<file path="src/rtl/mem_dump_reader_pkg.sv">
// Shared definitions for the memory dump reader: FSM encoding and stream constants.
// Latency: n/a (types and constants only).
// Backpressure: n/a.
package mem_dump_reader_pkg;

  // Dump sequencer states
  typedef enum logic [2:0] {
    S_IDLE     = 3'd0,
    S_WAIT     = 3'd1,
    S_SEND_HI  = 3'd2,
    S_SEND_LO  = 3'd3,
    S_SEND_SUM = 3'd4,
    S_FIN      = 3'd5
  } state_e;

  // Each memory word leaves as this many bytes, high byte first
  localparam int BYTES_PER_WORD = 2;

  // Width of the running modular checksum
  localparam int CSUM_W = 8;

  // Modular add of one data byte into the running checksum
  function automatic logic [CSUM_W-1:0] csum_add(input logic [CSUM_W-1:0] acc,
                                                 input logic [7:0]        data_byte);
    return acc + data_byte;
  endfunction

endpackage

</file>
<file path="src/rtl/mem_dump_reader.sv">
// Walks FIRST_ADDR..LAST_ADDR on the memory test port and streams each word as hi/lo bytes, then one checksum byte.
// Latency: each word spends RD_LAT+1 cycles in WAIT (address settle plus countdown) before its high byte is offered.
// Backpressure: tx_valid/tx_ready handshake; tx_data and all internal state are held while tx_ready is low.
module mem_dump_reader #(
  parameter int ADDR_W     = 6,
  parameter int DATA_W     = 16,
  parameter int FIRST_ADDR = 0,
  parameter int LAST_ADDR  = 63,
  parameter int RD_LAT     = 1
) (
  input  logic              clk,
  input  logic              reset,
  input  logic              start,
  output logic [ADDR_W-1:0] addr_test,
  input  logic [DATA_W-1:0] rd_test,
  output logic [7:0]        tx_data,
  output logic              tx_valid,
  input  logic              tx_ready,
  output logic              busy,
  output logic              done
);
  import mem_dump_reader_pkg::*;

  localparam int BYTE_W = DATA_W / BYTES_PER_WORD;
  localparam int CNT_W  = (RD_LAT < 2) ? 1 : $clog2(RD_LAT + 1);

  localparam logic [CNT_W-1:0]  CNT_RELOAD = CNT_W'(RD_LAT);
  localparam logic [ADDR_W-1:0] ADDR_FIRST = ADDR_W'(FIRST_ADDR);
  localparam logic [ADDR_W-1:0] ADDR_LAST  = ADDR_W'(LAST_ADDR);

  // Registered state
  state_e              r_state;
  logic [ADDR_W-1:0]   r_addr;
  logic [CNT_W-1:0]    r_cnt;
  logic [BYTE_W-1:0]   r_word_lo;
  logic [BYTE_W-1:0]   r_tx_data;
  logic                r_tx_valid;
  logic                r_busy;
  logic                r_done;
  logic [CSUM_W-1:0]   r_csum;

  // Next-state values
  state_e              w_state;
  logic [ADDR_W-1:0]   w_addr;
  logic [CNT_W-1:0]    w_cnt;
  logic [BYTE_W-1:0]   w_word_lo;
  logic [BYTE_W-1:0]   w_tx_data;
  logic                w_tx_valid;
  logic                w_busy;
  logic                w_done;
  logic [CSUM_W-1:0]   w_csum;

  logic                w_accept;
  logic [CSUM_W-1:0]   w_csum_acc;

  // A byte leaves only when it is actually offered; tx_ready alone does nothing
  assign w_accept   = r_tx_valid & tx_ready;
  // Checksum including the byte currently on tx_data
  assign w_csum_acc = csum_add(r_csum, r_tx_data);

  // Next-state and output decode for the dump sequencer
  always_comb begin
    w_state    = r_state;
    w_addr     = r_addr;
    w_cnt      = r_cnt;
    w_word_lo  = r_word_lo;
    w_tx_data  = r_tx_data;
    w_tx_valid = r_tx_valid;
    w_busy     = r_busy;
    w_done     = 1'b0;
    w_csum     = r_csum;

    case (r_state)
      S_IDLE: begin
        if (start) begin
          w_addr  = ADDR_FIRST;
          w_csum  = '0;
          w_cnt   = CNT_RELOAD;
          w_busy  = 1'b1;
          w_state = S_WAIT;
        end
      end

      S_WAIT: begin
        if (r_cnt == '0) begin
          // Low byte is kept for the next beat; high byte goes straight out
          w_word_lo  = rd_test[BYTE_W-1:0];
          w_tx_data  = rd_test[DATA_W-1 -: BYTE_W];
          w_tx_valid = 1'b1;
          w_state    = S_SEND_HI;
        end else begin
          w_cnt = r_cnt - CNT_W'(1);
        end
      end

      S_SEND_HI: begin
        if (w_accept) begin
          w_csum    = w_csum_acc;
          w_tx_data = r_word_lo;
          w_state   = S_SEND_LO;
        end
      end

      S_SEND_LO: begin
        if (w_accept) begin
          w_csum = w_csum_acc;
          // Compare before incrementing so a window ending at the top address never wraps
          if (r_addr == ADDR_LAST) begin
            w_tx_data = w_csum_acc;
            w_state   = S_SEND_SUM;
          end else begin
            w_addr     = r_addr + ADDR_W'(1);
            w_tx_valid = 1'b0;
            w_cnt      = CNT_RELOAD;
            w_state    = S_WAIT;
          end
        end
      end

      S_SEND_SUM: begin
        if (w_accept) begin
          w_tx_valid = 1'b0;
          w_busy     = 1'b0;
          w_done     = 1'b1;
          w_state    = S_FIN;
        end
      end

      S_FIN: begin
        // start is deliberately not looked at here
        w_state = S_IDLE;
      end

      default: begin
        w_state    = S_IDLE;
        w_tx_valid = 1'b0;
        w_busy     = 1'b0;
      end
    endcase
  end

  // State register with synchronous active-low reset; reset abandons any dump in flight
  always_ff @(posedge clk) begin
    if (!reset) begin
      r_state    <= S_IDLE;
      r_addr     <= ADDR_FIRST;
      r_cnt      <= '0;
      r_word_lo  <= '0;
      r_tx_data  <= '0;
      r_tx_valid <= 1'b0;
      r_busy     <= 1'b0;
      r_done     <= 1'b0;
      r_csum     <= '0;
    end else begin
      r_state    <= w_state;
      r_addr     <= w_addr;
      r_cnt      <= w_cnt;
      r_word_lo  <= w_word_lo;
      r_tx_data  <= w_tx_data;
      r_tx_valid <= w_tx_valid;
      r_busy     <= w_busy;
      r_done     <= w_done;
      r_csum     <= w_csum;
    end
  end

  assign addr_test = r_addr;
  assign tx_data   = r_tx_data;
  assign tx_valid  = r_tx_valid;
  assign busy      = r_busy;
  assign done      = r_done;

endmodule

</file>
<file path="config.mk">
export PLATFORM = sky130hd
export DESIGN_NAME = mem_dump_reader
export DESIGN_NICKNAME = d
export VERILOG_FILES = /design/src/rtl/mem_dump_reader_pkg.sv /design/src/rtl/mem_dump_reader.sv
export SDC_FILE = /design/constraint.sdc
export NUM_CORES = 1
export LEC_CHECK = 0
export CORE_AREA = 2 2 70 72
export CTS_CLUSTER_SIZE = 14
export DETAILED_ROUTE_END_ITERATION = 12
export DIE_AREA = 0 0 72 74
export HOLD_SLACK_MARGIN = 0.1
export MAX_ROUTING_LAYER = met4
export PLACE_DENSITY = 0.84
export SYNTH_ARGS = -nofsm -noshare
export SYNTH_HDL_FRONTEND = slang
export SYNTH_SLANG_ARGS = --single-unit
</file>
<file path="constraint.sdc">
create_clock -name clk -period 1.75 [get_ports clk]
set_input_delay 0.2625 -clock clk [delete_from_list [all_inputs] [get_ports clk]]
set_output_delay 0.2625 -clock clk [all_outputs]
set_load 0.02 [all_outputs]
</file>
# After elaboration in Yosys (flattened, before gate mapping)

Cells that the tools add are included.

Input bits: 20
Logic and storage cells: 78
Register bits: 37

Bitwise operators: 4
$add $sub $neg: 3
Equality and inequality tests: 14
Reductions and logical operators: 17
Muxes and demuxes: 31

Operators with widths:

| operator            | number |
|---|---|
| $mux 8              | 6 |
| $pmux 8 s3          | 1 |
| $mux 3              | 6 |
| $mux 6              | 3 |
| $pmux 8 s2          | 1 |
| $pmux 3 s5          | 1 |
| $reduce_and 5->1    | 3 |
| $ne 2x2->1 const B  | 7 |
| $pmux 6 s2          | 1 |
| $mux 1              | 9 |
| $add 8x8->8         | 1 |
| $reduce_and 4->1    | 2 |
| $add 6x1->6 const B | 1 |
| $eq 3x2->1 const B  | 2 |
| $eq 3x3->1 const B  | 2 |
| $eq 6x6->1 const B  | 1 |
| $pmux 1 s3          | 2 |
| $reduce_and 3->1    | 2 |
| $reduce_bool 3->1   | 2 |
| $pmux 1 s4          | 1 |
| $reduce_and 2->1    | 2 |
| $reduce_bool 2->1   | 2 |
| $reduce_or 4->1     | 1 |
| $eq 3x1->1 const B  | 1 |
| 7 further kinds     | 9 |

# Logic depth before layout (Yosys ltp)

Gate-level depths: netlist of the first run.

Word-level depth: 4
Gate-level depth with buffers: 8

# Worst setup path after synthesis of the first run

Ideal clock, no wire load.

Path kind: reg2reg
Start: reg r_tx_data[6], in the netlist tx_data[6]
End: reg r_tx_data[7], in the netlist tx_data[7]
Data required time: 1.623 ns
Period minus slack after synthesis: 2.028 ns
Setup slack: -0.278 ns
Path buffers: 0
Data arrival time: 1.900 ns
Cell stages (with the launch flop): 7
Path through: dfxtp_1 > ha_1 > a2111oi_0 > o21a_1 > o21ai_0 > nand4bb_1 > or3b_1

Longest elaborated chain between the ends: 4

Ends and longest elaborated chain:

| element                  | RTL line                  | text |
|---|---|---|
| start: declaration       | mem_dump_reader.sv:36     | `logic [BYTE_W-1:0] r_tx_data;` |
| start signal: assignment | mem_dump_reader.sv:159    | `r_tx_data <= w_tx_data;` |
| $add 8x8->8              | mem_dump_reader_pkg.sv:25 | `return acc + data_byte;` |
| $mux 8                   | mem_dump_reader.sv:108    | `if (r_addr == ADDR_LAST) begin` |
| $mux 8                   | mem_dump_reader.sv:105    | `if (w_accept) begin` |
| $pmux 8 s3               | mem_dump_reader.sv:73     | `case (r_state)` |

Every way passes these cells. The select of a mux whose other input is x is not followed.
A chain may end at the register's enable or synchronous reset.

# Worst setup path in the final report of the first run

Ends and elaborated chain as after synthesis.

==> flow_metrics.py, run 1 <==
metrics = {
    "floorplan": {
        "dieArea_sq_mm": 0.005328,
        "core-area_sq_mm": 0.004598,
        "die_x_microns": 72,
        "rows": 25,
        "io-pin-count": 37,
        "die_h_microns": 74,
        "start_util_pct": 45.39,
    },
    "cts": {
        "clk_pin_slew_ns": 0.08,
        "cts_tree": "built",
        "clk_latency_ns": 0.30,
        "clock_sinks": 37,
        "cts_buffers": 5,
        "cts_root_buffer": "clkbuf_8",
        "holdBufCountCts": 0,
        "ctsHtreeMaxLevel": 2,
        "clk_path_buf_depth": 2,
    },
    "power": {
        "total_power_w": 0.002726,
        "switching_share_pct": 33.48,
        "pwr-share-comb_pct": 35.1,
        "irDropWorstVdd_v": 0.0006177,
        "p_clk_share_pct": 27.9,
        "pwr-share-seq_pct": 37.0,
        "internal_power_w": 0.001813,
        "p_sw_w": 0.0009126,
        "leakage_nw": 1.161,
        "cellPowerDensity_mw_per_mm2": 873.5,
    },
    "detailed_routing": {
        "drt_iter0_markers": 115,
        "viasPerCell": 5.852,
        "wl_per_cell_microns": 15.90,
        "ant_nets": 0,
        "wirelength_microns": 6107,
        "via_count": 2247,
        "drc": 0,
        "firstDrtPassIters": 4,
    },
    "synth": {
        "syn-cell-area_sq_mm": 0.002087,
        "syn_nets": 283,
        "async_flop_share_pct": 0,
        "ys_warn_count": 0,
        "synth_ff_type": "dfxtp_1",
        "yosysSeqAreaShare_pct": 35.49,
        "synth_seq_cells": 37,
        "synth_area_per_cell_sq_um": 8.217,
        "synthCells": 254,
        "yosysUniqueCellTypes": 55,
        "synth-edff-count": 0,
    },
    "timing": {
        "tightest_slew_ns": 0.3846,
        "clock_skew_ns": 0.003706,
        "maxSlewHeadroom_pct": 74.09,
        "period_needed_ns": 1.871,
        "rsz0062_at_grt": "true",
        "hold_viol": 0,
        "period_share_pct": 106.9,
        "setup_viol": 4,
        "timing.fmax_ghz": 0.5345,
        "layout_setup_ws_ns": -0.1209,
        "slew_viol_final": 0,
    },
    "placed_design": {
        "dp_hpwl_microns": 4440,
        "place.gp.congestion": 0.9179,
        "pre_cts_slack_ns": -0.2693,
        "port_buffers": 36,
    },
    "finish": {
        "diodes": 0,
        "drive_gt1_share_pct": 28.18,
        "nets": 358,
        "area_growth_pct": 49.52,
    },
    "worst_setup_path": {
        "slowest_stage": "or3_4",
        "crit_type": "register to register",
        "cp_max_fo": 6,
        "path_cells": "ha_4 > o21a_1 > o21ai_2 > or3_4 > nand4bb_1 > or3b_1",
        "critPathRequiredTime_ns": 1.93,
        "crit_path_end_kind": "register",
        "arrival_ns": 2.06,
        "worst_setup_path_start_kind": "register",
        "cp_slowest_stage_delay_ns": 0.40,
    },
    "outcome": {
        "violations": "setup timing",
        "outcome": "complete, but fails checks",
    },
    "global_route": {
        "grt_overflow_total": 0,
        "grt_pass1_wl_microns": 10210,
        "grt_max_degree": 22,
        "grt_pass1_vias": 2140,
        "grt_use_total_pct": 25.47,
        "grt_antenna_before_repair": 0,
    },
    "worst_hold_path": {
        "hold_path_class": "register to register",
    },
    "run": {
        "maxCapViolations": 0,
    },
}
==> Yosys cell counts (all sizes together), types with 2 or more instances <==
cell	number	area [sq um]
dfxtp	37	740.7
nand2	33	123.9
nor2	27	103.9
a21oi	20	103.9
o21ai	17	85.08
nand3	9	45.04
clkbuf	8	30.03
ha	8	100.1
inv	8	30.03
a211oi	7	52.55
mux2i	7	70.07
xnor2	7	61.31
nand2b	6	37.54
a22oi	5	37.54
buf	5	30.02
nor3	4	20.02
o21a	4	30.03
a2111oi	3	45.05
a21o	3	22.52
a31oi	3	18.77
a2111o	2	22.52
a311o	2	20.02
nand4	2	12.51
o211ai	2	15.01
or3	2	17.52
==> stage by stage <==
step           utilization, %  hold slack (ns)  std cells  TNS (ns)  cell area [sq um]
6_report                67.86           0.4625        384   -0.2729               3120
5_1_grt                 67.86           0.4940        384   -0.7441               3120
4_1_cts                 67.02           0.4599        383   -0.3267               3082
3_5_place_dp            63.43           0.4473        375    -2.586               2917
3_3_place_gp            63.43           0.4407        375    -1.775               2917
2_1_floorplan               -           0.3985        254  -0.07141               2218
==> layout make-up <==
class                           count  area [sq um]
Clock inverter                      3         41.29
Fill cell                         370          1478
Clock buffer                        5         68.82
Timing Repair Buffer               81         709.4
Inverter                            8         30.03
Sequential cell                    37         765.7
Multi-Input combinational cell    196          1438
Tap cell                           54         67.56
==> what timing repair did <==
item / CTS / global route
gates resized for setup: 11 / 9
pin swaps: 14 / 9
buffers inserted: 0 / 1
gates cloned: 0 / 0
setup endpoints to repair: 6 / 15
==> cells in the final DEF, fill, tap and decap left out, types with 8 or more instances in the layout <==
cell type / Yosys / final
buf_4: 2 / 42
clkdlybuf4s50_1: 0 / 36
nand2_1: 33 / 32
nor2_1: 26 / 26
dfxtp_1: 37 / 25
a21oi_1: 19 / 16
nand3_1: 9 / 9
o21ai_1: 9 / 8
dfxtp_2: 0 / 8
==> cell families after synthesis <==
| logic type | after synthesis | share of synthesized area (%) |
|---|---|---|
| mux | 7 | 3.357 |
| simple gates | 92 | 21.04 |
| buf+inv | 21 | 4.316 |
| flops | 37 | 35.49 |
| xor+xnor | 8 | 3.357 |
| compound gates | 80 | 26.68 |
| fa+ha+maj | 9 | 5.756 |
==> power groups by stage <==
stage | logic (W) | clock network (W) | registers, W
finish | 0.000956 | 0.000760 | 0.00101
global route | 0.00104 | 0.000804 | 0.00102
CTS | 0.000924 | 0.000765 | 0.00101
detailed placement | 0.000903 | 0 | 0.00102
global placement | 0.000882 | 0 | 0.00102
floorplan | 0.000469 | 0 | 0.00107
==> worst max-delay path, delay by kind of cell (launching register included) <==
kind | cells | cell delay, ns
adders and majority gates | 1 | 0.30
AOI/OAI and AO/OA | 2 | 0.23
DFF | 1 | 0.36
and+or+nand+nor | 3 | 0.86
==> final timing paths <==
| kind | from | to | slack, ns | cells after the start |
|---|---|---|---|---|
| worst max-delay path | tx_data[6] | tx_data[7] | -0.12 | 6 |
| worst min register to register | r_word_lo[7] | r_word_lo[7] | 0.46 | 2 |
| worst min-delay path | r_word_lo[7] | r_word_lo[7] | 0.46 | 2 |
| worst max register to register | tx_data[6] | tx_data[7] | -0.12 | 6 |
==> sequential cells by signal, summed over array words and instances (netlist names), 3 cells and up <==
signal and flops:
addr_test 6, r_word_lo 8, r_state 3, tx_data 8, r_csum 8
==> routing by layer <==
metal  track usage (%)  wire length, microns  vias up
met5                 -                     0        -
met4             10.48                   144        0
met3             5.014                   309       18
met2             41.56                  3023       75
met1             31.01                  2629     1069
li1                  -                     -     1085
No activity file was read; power rests on OpenSTA's default activity.
==> run 2, diff against run 1 <==
--- a/config.mk
+++ b/config.mk
@@ -6,7 +6,6 @@
 export NUM_CORES = 1
 export LEC_CHECK = 0
 export CORE_AREA = 2 2 70 72
-export CTS_CLUSTER_SIZE = 14
 export DETAILED_ROUTE_END_ITERATION = 12
 export DIE_AREA = 0 0 72 74
 export HOLD_SLACK_MARGIN = 0.1
==> results of run 2 <==
Same layout as run 1: the final DEF is identical, and so are final timing and power.
==> run 3, diff against run 2 <==
--- a/config.mk
+++ b/config.mk
@@ -9,7 +9,6 @@
 export DETAILED_ROUTE_END_ITERATION = 12
 export DIE_AREA = 0 0 72 74
 export HOLD_SLACK_MARGIN = 0.1
-export MAX_ROUTING_LAYER = met4
 export PLACE_DENSITY = 0.84
 export SYNTH_ARGS = -nofsm -noshare
 export SYNTH_HDL_FRONTEND = slang
==> run 3 against run 2 <==
  * The flow still finishes with violations (setup timing)
  * Hold slack improved by 0.0022 ns
  * Critical endpoint unchanged
  * Register-to-register slack about the same
  * Critical path type unchanged
  * Wire length increased by 1.5%
  * Maximum frequency increased by 0.16%
  * Clock-buffer cell count unchanged
  * Total power about the same
  * Design area unchanged
  * Sequential cell count unchanged
  * Clock skew decreased by 0.00060 ns
  * Critical path depth unchanged
==> flow_metrics.py, run 3 (synthesis results as in run 1) <==
metrics = {
    "cts": {
        "clk_latency_ns": 0.30,
        "clock_sinks": 37,
        "clk_pin_slew_ns": 0.08,
        "cts_buffers": 5,
        "ctsHtreeMaxLevel": 2,
        "holdBufCountCts": 0,
        "cts_tree": "built",
        "cts_root_buffer": "clkbuf_8",
        "clk_path_buf_depth": 2,
    },
    "finish": {
        "drive_gt1_share_pct": 28.18,
        "mostFrequentLayoutCells": "buf_4, clkdlybuf4s50_1, nand2_1, nor2_1, dfxtp_1",
        "final_common_cell": "buf_4",
        "nets": 358,
        "fillers": 370,
        "fin_util_pct": 67.86,
        "diodes": 0,
        "area_growth_pct": 49.52,
    },
    "global_route": {
        "grt_pass1_vias": 2132,
        "grt_max_degree": 22,
        "grt_overflow_total": 0,
        "grt_antenna_before_repair": 0,
        "grt_pass1_wl_microns": 10220,
        "grt_use_total_pct": 24.82,
    },
    "power": {
        "leakage_nw": 1.161,
        "irDropWorstVdd_v": 0.0006172,
        "cellPowerDensity_mw_per_mm2": 873.7,
    },
    "worst_setup_path": {
        "cp_max_fo": 6,
        "crit_type": "register to register",
        "critPathRequiredTime_ns": 1.94,
        "rr_worst_depth": 6,
        "crit_path_end_kind": "register",
        "worst_setup_path_start_kind": "register",
        "arrival_ns": 2.05,
    },
    "detailed_routing": {
        "viasPerCell": 5.878,
        "wirelength_microns": 6198,
        "drt_iter0_markers": 115,
        "drc": 0,
        "ant_nets": 0,
        "wl_per_cell_microns": 16.14,
        "via_count": 2257,
        "firstDrtPassIters": 4,
    },
    "timing": {
        "layout_setup_ws_ns": -0.1178,
        "setup_viol": 4,
        "maxSlewHeadroom_pct": 74.50,
        "period_needed_ns": 1.868,
        "clock_skew_ns": 0.003103,
        "period_share_pct": 106.7,
        "rsz0062_at_grt": "true",
        "whs_ns": 0.4647,
        "timing.fmax_ghz": 0.5354,
        "tightest_slew_ns": 0.3786,
        "hold_viol": 0,
        "slew_viol_final": 0,
    },
    "floorplan": {
        "dieArea_sq_mm": 0.005328,
        "core-area_sq_mm": 0.004598,
        "io-pin-count": 37,
        "start_util_pct": 45.39,
        "rows": 25,
        "die_h_microns": 74,
        "die_x_microns": 72,
    },
    "placed_design": {
        "dp_hpwl_microns": 4440,
        "place.gp.congestion": 0.9024,
        "port_buffers": 36,
    },
    "outcome": {
        "outcome": "complete, but fails checks",
        "violations": "setup timing",
    },
    "worst_hold_path": {
        "whs_path_depth": 2,
        "hold_path_class": "register to register",
    },
    "run": {
        "maxCapViolations": 0,
    },
}
[run 3: report_power, final]
group / total [W] / leakage [nW] / switching (W) / internal, W
registers: 0.00101 / 0.307 / 0.0000805 / 0.000930
clock network: 0.000759 / 0.0518 / 0.000339 / 0.000420
logic: 0.000957 / 0.802 / 0.000493 / 0.000464
[run 3: final cells by class]
class | count | area [sq um] | area share, %
clock buffer | 5 | 68.82 | 2.205
clock inverter | 3 | 41.29 | 1.323
inverter | 8 | 30.03 | 0.9623
multi-input combinational | 196 | 1438 | 46.07
sequential | 37 | 765.7 | 24.54
tap | 54 | 67.56 | 2.165
timing repair buffer | 81 | 709.4 | 22.73
[run 3: stage by stage]
stage	cells	worst slack (ns)	total power [W]	TNS, ns	area, sq um
global placement	375	-0.2075	0.001900	-1.775	2917
floorplan	254	-0.03674	0.001536	-0.07141	2218
finish	384	-0.1178	0.002726	-0.2811	3120
CTS	383	-0.09975	0.002695	-0.3267	3082
detailed placement	375	-0.2693	0.001926	-2.586	2917
global route	384	-0.2236	0.002868	-0.7511	3120
[run 3: metal layers]
layer | vias up | wire, microns | global-route usage (%)
li1 | 1079 | - | -
met1 | 1078 | 2696 | 31.34
met2 | 77 | 3041 | 41.36
met3 | 23 | 269 | 4.201
met4 | 0 | 191 | 12.37
met5 | - | 0 | 0
[run 3: repair_timing]
item | 4_1_cts | 5_1_grt
resized for setup | 11 | 9
buffers inserted | 0 | 1
setup endpoints to repair | 6 | 15
pin swaps | 14 | 9
[run 3: worst paths after layout]
path                start      endpoint  slack (ns)
max            tx_data[6]    tx_data[7]       -0.12
max reg2reg    tx_data[6]    tx_data[7]       -0.12
min reg2reg  r_word_lo[4]  r_word_lo[4]        0.46
min          r_word_lo[4]  r_word_lo[4]        0.46
[run 3: worst max-delay path, cell delays in order (launching register included)]
cell and delay, ns:
dfxtp_4 0.36, ha_4 0.30, o21a_1 0.16, o21ai_2 0.07, or3_4 0.40, nand4bb_1 0.11
or3b_1 0.35
